<file path="config.mk">
export PLATFORM = sky130hd
export DESIGN_NAME = traffic_lamp_sequencer
export DESIGN_NICKNAME = d
export VERILOG_FILES = /design/src/rtl/traffic_lamp_sequencer.sv
export SDC_FILE = /design/constraint.sdc
export NUM_CORES = 1
export LEC_CHECK = 0
export CORE_ASPECT_RATIO = 1.1
export CORE_MARGIN = 4
export CORE_UTILIZATION = 26
export DETAILED_ROUTE_END_ITERATION = 10
export SLEW_MARGIN = 20
export SYNTH_ARGS = -nofsm -noshare
export SYNTH_HDL_FRONTEND = slang
export SYNTH_SLANG_ARGS = --single-unit
</file>
<file path="constraint.sdc">
create_clock -name clk -period 2.2 [get_ports clk]
set_input_delay 0.44 -clock clk [delete_from_list [all_inputs] [get_ports clk]]
set_output_delay 0.44 -clock clk [all_outputs]
set_load 0.01 [all_outputs]
</file>
<file path="src/rtl/traffic_lamp_sequencer.sv">
// Lamp-head sequencer behind the NS/EW grant controller: turns single-bit grants
// into red/amber/green with min-green hold, timed amber and all-red clearance.
module traffic_lamp_sequencer #(
    parameter int MIN_GREEN    = 10,
    parameter int AMBER_CYCLES = 4,
    parameter int CLEAR_CYCLES = 2,
    parameter int CNT_W        = 8
) (
    input  logic       clk,
    input  logic       rst,
    input  logic       NSlite,
    input  logic       EWlite,
    output logic       ns_red,
    output logic       ns_amber,
    output logic       ns_green,
    output logic       ew_red,
    output logic       ew_amber,
    output logic       ew_green,
    output logic [2:0] phase,
    output logic       grant_fault
);

    typedef enum logic [2:0] {
        ST_STARTUP_RED = 3'd0,
        ST_NS_GREEN    = 3'd1,
        ST_NS_AMBER    = 3'd2,
        ST_RED_TO_EW   = 3'd3,
        ST_EW_GREEN    = 3'd4,
        ST_EW_AMBER    = 3'd5,
        ST_RED_TO_NS   = 3'd6,
        ST_UNUSED      = 3'd7
    } state_t;

    localparam logic [CNT_W-1:0] TIMER_MAX  = {CNT_W{1'b1}};
    localparam logic [CNT_W-1:0] GREEN_LAST = CNT_W'(MIN_GREEN - 1);
    localparam logic [CNT_W-1:0] AMBER_LAST = CNT_W'(AMBER_CYCLES - 1);
    localparam logic [CNT_W-1:0] CLEAR_LAST = CNT_W'(CLEAR_CYCLES - 1);

    state_t           state_q, state_d;
    logic [CNT_W-1:0] timer_q, timer_d;
    logic             grant_fault_q;
    logic             req_ns, req_ew;
    logic             in_green;

    // A conflicting grant (both high) decodes to no request at all.
    assign req_ns   = NSlite & ~EWlite;
    assign req_ew   = EWlite & ~NSlite;
    assign in_green = (state_q == ST_NS_GREEN) || (state_q == ST_EW_GREEN);

    always_ff @(posedge clk or negedge rst) begin
        if (!rst) begin
            state_q       <= ST_STARTUP_RED;
            timer_q       <= '0;
            grant_fault_q <= 1'b0;
        end else begin
            state_q <= state_d;
            timer_q <= timer_d;
            if (NSlite && EWlite) begin
                grant_fault_q <= 1'b1;
            end
        end
    end

    always_comb begin
        state_d = state_q;
        case (state_q)
            ST_STARTUP_RED: if (timer_q == CLEAR_LAST) state_d = ST_NS_GREEN;
            ST_NS_GREEN:    if (req_ew && timer_q >= GREEN_LAST) state_d = ST_NS_AMBER;
            ST_NS_AMBER:    if (timer_q == AMBER_LAST) state_d = ST_RED_TO_EW;
            ST_RED_TO_EW:   if (timer_q == CLEAR_LAST) state_d = ST_EW_GREEN;
            ST_EW_GREEN:    if (req_ns && timer_q >= GREEN_LAST) state_d = ST_EW_AMBER;
            ST_EW_AMBER:    if (timer_q == AMBER_LAST) state_d = ST_RED_TO_NS;
            ST_RED_TO_NS:   if (timer_q == CLEAR_LAST) state_d = ST_NS_GREEN;
            default:        state_d = ST_STARTUP_RED;
        endcase

        // Greens can last indefinitely, so the timer parks at full scale there.
        timer_d = timer_q + 1'b1;
        if (state_d != state_q) begin
            timer_d = '0;
        end else if (in_green && timer_q == TIMER_MAX) begin
            timer_d = timer_q;
        end
    end

    always_comb begin
        ns_red   = 1'b1;
        ns_amber = 1'b0;
        ns_green = 1'b0;
        ew_red   = 1'b1;
        ew_amber = 1'b0;
        ew_green = 1'b0;
        case (state_q)
            ST_NS_GREEN: begin ns_red = 1'b0; ns_green = 1'b1; end
            ST_NS_AMBER: begin ns_red = 1'b0; ns_amber = 1'b1; end
            ST_EW_GREEN: begin ew_red = 1'b0; ew_green = 1'b1; end
            ST_EW_AMBER: begin ew_red = 1'b0; ew_amber = 1'b1; end
            default:     ;
        endcase
    end

    assign phase       = state_q;
    assign grant_fault = grant_fault_q;

endmodule

</file>
## Yosys cells after proc, flatten, opt, wreduce, memory -nomap -nowiden

Cells that the tools add are included.
W data, S select, Z words.

- Flip-flop bits (word level): 12
- Bits in latches: 0
- Bits in writable memories: 0
- Memory bits (read-only): 0
- Bits of input ports: 4
- Output and inout bits: 10
- Memories: 0

- $add $sub $neg: 1
- $mul: 0
- Divide/modulo/power cells: 0
- $lt $le $gt $ge: 1
- Eq/ne operators: 11
- Shift-type cells: 0
- Mux-type cells: 15
- Bitwise logic cells: 4
- Reductions and logical operators: 9

Operators with widths:

| kind | count |
|---|---|
| $mux W3 | 6 |
| $pmux W3 S6 | 1 |
| $mux W8 | 2 |
| $eq A3 B3 Y1 const B | 3 |
| $add A8 B1 Y8 const B | 1 |
| $eq A8 B1 Y1 const B | 1 |
| $eq A8 B2 Y1 const B | 1 |
| $eq A8 B8 Y1 const B | 1 |
| $ge A8 B4 Y1 const B | 1 |
| $eq A3 B2 Y1 const B | 2 |
| $mux W1 | 6 |
| $reduce_or A2 Y1 | 3 |
| $logic_and A1 B1 Y1 | 4 |
| $eq A3 B1 Y1 const B | 1 |
| $logic_not A3 Y1 | 1 |
| $ne A3 B3 Y1 | 1 |
| $and A1 B1 Y1 | 2 |
| $ne A2 B2 Y1 const B | 1 |
| $not A1 Y1 | 2 |
| $logic_or A1 B1 Y1 | 1 |

## Depth between registers and ports, before layout

- Depth in word-level cells: 7
- Mapped depth: 7

## Least setup slack after synthesis

Ideal clock, no wire load.

- Kind: reg2reg
- From: register timer_q[1]
- To: register timer_q[5]
- Setup time: 0.080 ns
- Arrival: 1.874 ns
- Slack: 0.246 ns
- Stages on the path, launching flop included: 8
- Buffers on the path: 0
- Clock period less this slack: 1.954 ns
- Path through: dfrtp_1 > inv_1 > ha_1 > or3b_2 > a32o_2 > a32oi_4 > o211ai_4 > nor3_2

- Word-level cells in the longest chain between the ends: 6
- Elaborated cells on any way between the ends: 19
- Those cells by class: 1 x add/sub; 1 x order compare; 5 x eq/ne; 9 x mux; 3 x reduce/logical

RTL lines:

| item | line | source |
|---|---|---|
| from (decl) | 40 | `logic [CNT_W-1:0] timer_q, timer_d;` |
| from (signal assigned) | 57 | `timer_q <= timer_d;` |
| $ge A8 B4 Y1 | 68, 71 |  |
| $logic_and A1 B1 Y1 (on tied branches) | 71, 68 |  |
| $mux W3 (on tied branches) | 71, 68 |  |
| $pmux W3 S6 | 66 | `case (state_q)` |
| $ne A3 B3 Y1 | 79 | `if (state_d != state_q) begin` |
| $ne A2 B2 Y1 (no source line) or $mux W8 (tied branches) | - |  |

Several ways; a longest one is shown, not always the timed one. The select of a mux whose other input is x is not followed.
A chain may end at the register's enable or synchronous reset.

## Final worst setup path

- From: register state_q[1], in the netlist phase[1]
- To: output ew_green

- Word-level cells in the longest chain between the ends: 2

RTL lines:

| item | line | source |
|---|---|---|
| from (decl) | 39 | `state_t state_q, state_d;` |
| from (signal assigned) | 56 | `state_q <= state_d;` |
| $eq A3 B3 Y1 | 93 | `case (state_q)` |
| $mux W1 | 93 |  |
| to (decl) | 18 | `output logic ew_green,` |

Every way passes these cells.

==> results.toml <==
[run_status]
run_status = "completed"

[timing]
setup_tns_ns = 0
min_period_ns = 2.12
finalCritPeriodShare_pct = 96.3
setup_violations = 0
tightest_slew_ns = 0.559
finClkSkew_ns = 0.00284
maxSlewViolCount = 0
hold_viol_final = 0
slew_headroom_pct = 62.6
grt_setup_unrepaired = "no"
fmaxAchievable_mhz = 472

[power]
p_int_w = 0.000810
vdd_drop_max_v = 0.000330
p_comb_share_pct = 61.1
switching_share_pct = 44.1
power_frac_seq_pct = 26.9
power.density_nw_per_um2 = 1310
clkPwrFrac_pct = 12.1
p_switching_w = 0.000638
p_leak_nw = 0.490

[routing]
drt-vias-per-instance = 5.28
totalWireLength_mm = 2.04
first_iter_violations = 39
ant_nets = 0
drc = 0
wl_per_cell_um = 13.7
drt_pre_antenna_iters = 5
vias = 786

[synthesis]
synth_top_family_by_area = "simple AND/OR/NAND/NOR gates"
syn_inst = 95
synthTopCellsByArea = "dfrtp_1 35%, nor2_1 5.2%, ha_1 4.4%, o21ai_0 4.1%, and3_1 3.6%"
synthSimpleGateAreaFrac_pct = 28.7
synth_compound_area_share_pct = 21.3
yosys.area.top_type = "dfrtp_1"
synth_common_cells = "12 x dfrtp_1, 12 x nor2_1, 7 x nand2_1, 7 x o21ai_0, 5 x and3_1"
synth_xor_area_share_pct = 4.08
yosys_warnings = 0
synthDistinctLibCells = 34
synth-edff-count = 0
ys_dominant_reg_cell = "dfrtp_1"
synth_fa_ha_area_share_pct = 4.37
netlist_area_um2 = 858
yosysTopAreaCellShare_pct = 35.0
syn_nets = 102
synth.avg_cell_area_um2 = 9.03
async_flop_share_pct = 100
ys_ff_latch = 12
yosysSeqAreaShare_pct = 35.0
synthMuxAreaShare_pct = 3.50

[worst_setup_path]
required_ns = 1.76
cpPeakStageDelay_ns = 0.54
ff2ff_setup_slack_ns = 0.15
path_class = "flop to primary output"
arrival_ns = 1.68
rr_worst_depth = 7
reg2reg_from = "timer_q[0]"
critPathCaptureType = "primary output"
slowest_stage = "clkdlybuf4s50_1"
cp-start-kind = "flop"
reg2reg_to = "timer_q[5]"
path_cells = "buf_4, nand2b_1, nor2_1, clkdlybuf4s50_1"
cp_max_fo = 10

[final_layout]
fin_nets = 123
drive_above_1_share_pct = 14.8
fill_cells = 336
area_growth_pct = 28.3
post-route-cell-area_um2 = 1100
multiInputGateArea_um2 = 532
num_antenna_cells = 0
regArea_um2 = 300

[die]
ios = 14
die-width_um = 62.8
die_area_um2 = 4290
placementRows = 21
fp.dieH_um = 68.3
start_util_pct = 27.7
core_um2 = 3100

[hold_path]
min-delay-start = "grant_fault"
hold_end = "grant_fault"
hold_path_depth = 1
hold_class = "flop to flop"

[placement]
io_buffer_count = 13
placedInstanceArea_um2 = 1060
place.gp.congestion = 0.863
dp.final_hpwl_mm = 1.54

[clock_network]
clock-sinks = 12
cts_buffers = 3
holdBufCountCts = 0
ctsResizeCount = 0
clk_pin_slew_ns = 0.08
cts_tree = "done"
clk_latency_ns = 0.27
cts_root_buffer = "clkbuf_4"
htreeDepth = 1
cts_setup_buffers = 0
clk_path_buf_depth = 2

[global_routing]
overflow = 0
grt_max_degree = 15
grt_first_pass_wirelength_mm = 3.64
antenna_found_initial = 0
grt.total_usage_pct = 10.7
grt_pass1_vias = 774

[job]
maxCapViolations = 0
## metal layers
layer	track usage (%)	share of wire [%]
met2	17.3	48
met5	0	0
met3	4.93	3.8
met1	13.2	47
met4	2.20	0.49
## sequential cells by signal, indices dropped and copies added, names as in the netlist
signal       count
timer_q          8
phase            3
grant_fault      1
## cell type report
type | instances | share of cell area (%)
clock buffer | 4 | 3.30
inverter | 4 | 1.36
multi-input combinational | 76 | 48.3
sequential | 12 | 27.3
tap | 34 | 3.86
timing repair buffer | 19 | 15.9
## how the worst max path moves through the flow
stage | startpoint | cells after the start | endpoint
after floorplan | timer_q[1] | 7 | timer_q[5]
after global placement | NSlite | 6 | timer_q[5]
after detailed placement | NSlite | 6 | timer_q[5]
after CTS | phase[1] | 3 | ns_green
after global routing | timer_q[4] | 5 | timer_q[6]
final | phase[1] | 4 | ew_green
## placed cells by master (no fill, tap or decap), types with 2 or more instances in the layout
cell and n:
a21o_1 3, a21oi_1 2, and3_1 5, and3b_1 2, buf_4 6, clkbuf_4 3
clkdlybuf4s50_1 13, dfrtp_1 12, ha_1 3, inv_1 4, mux2i_1 3, nand2_1 7
nand2b_1 4, nand3_1 4, nand4_1 2, nor2_1 12, nor4_1 3, o21ai_0 7
xnor2_1 2, xor2_1 2
## power groups by stage
stage	clock network (W)	registers, W	logic (W)
finish	0.000175	0.000389	0.000884
global route	0.000192	0.000403	0.000988
CTS	0.000183	0.000387	0.000886
detailed placement	0	0.000391	0.000876
global placement	0	0.000388	0.000863
floorplan	0	0.000400	0.000524
## worst max-delay path, delay by kind of cell, from the launching register on
family | cells | cell delay [ns]
DFF | 1 | 0.38
and+or+nand+nor | 2 | 0.32
buffers and inverters | 2 | 0.71
## per-stage QoR
| step | hold WS [ns] | utilization [%] | total power, W | worst slack (ns) | instances |
|---|---|---|---|---|---|
| floorplan | 0.144 | - | 0.000924 | 0.246 | 95 |
| global placement | 0.441 | 34.3 | 0.00125 | 0.132 | 145 |
| detailed placement | 0.444 | 34.3 | 0.00127 | 0.0996 | 145 |
| CTS | 0.462 | 35.5 | 0.00146 | 0.0662 | 149 |
| global route | 0.506 | 35.5 | 0.00158 | 0.00294 | 149 |
| finish | 0.456 | 35.5 | 0.00145 | 0.0806 | 149 |
## logic make-up after synthesis
| group | after synthesis |
|---|---|
| AND/OR/NAND/NOR | 45 |
| AO/OA/AOI/OAI | 21 |
| flip-flops | 12 |
| buffers and inverters | 7 |
| XOR/XNOR | 4 |
| multiplexers | 3 |
| adder cells (fa/ha/maj) | 3 |
(Power assumes the default switching activity.)
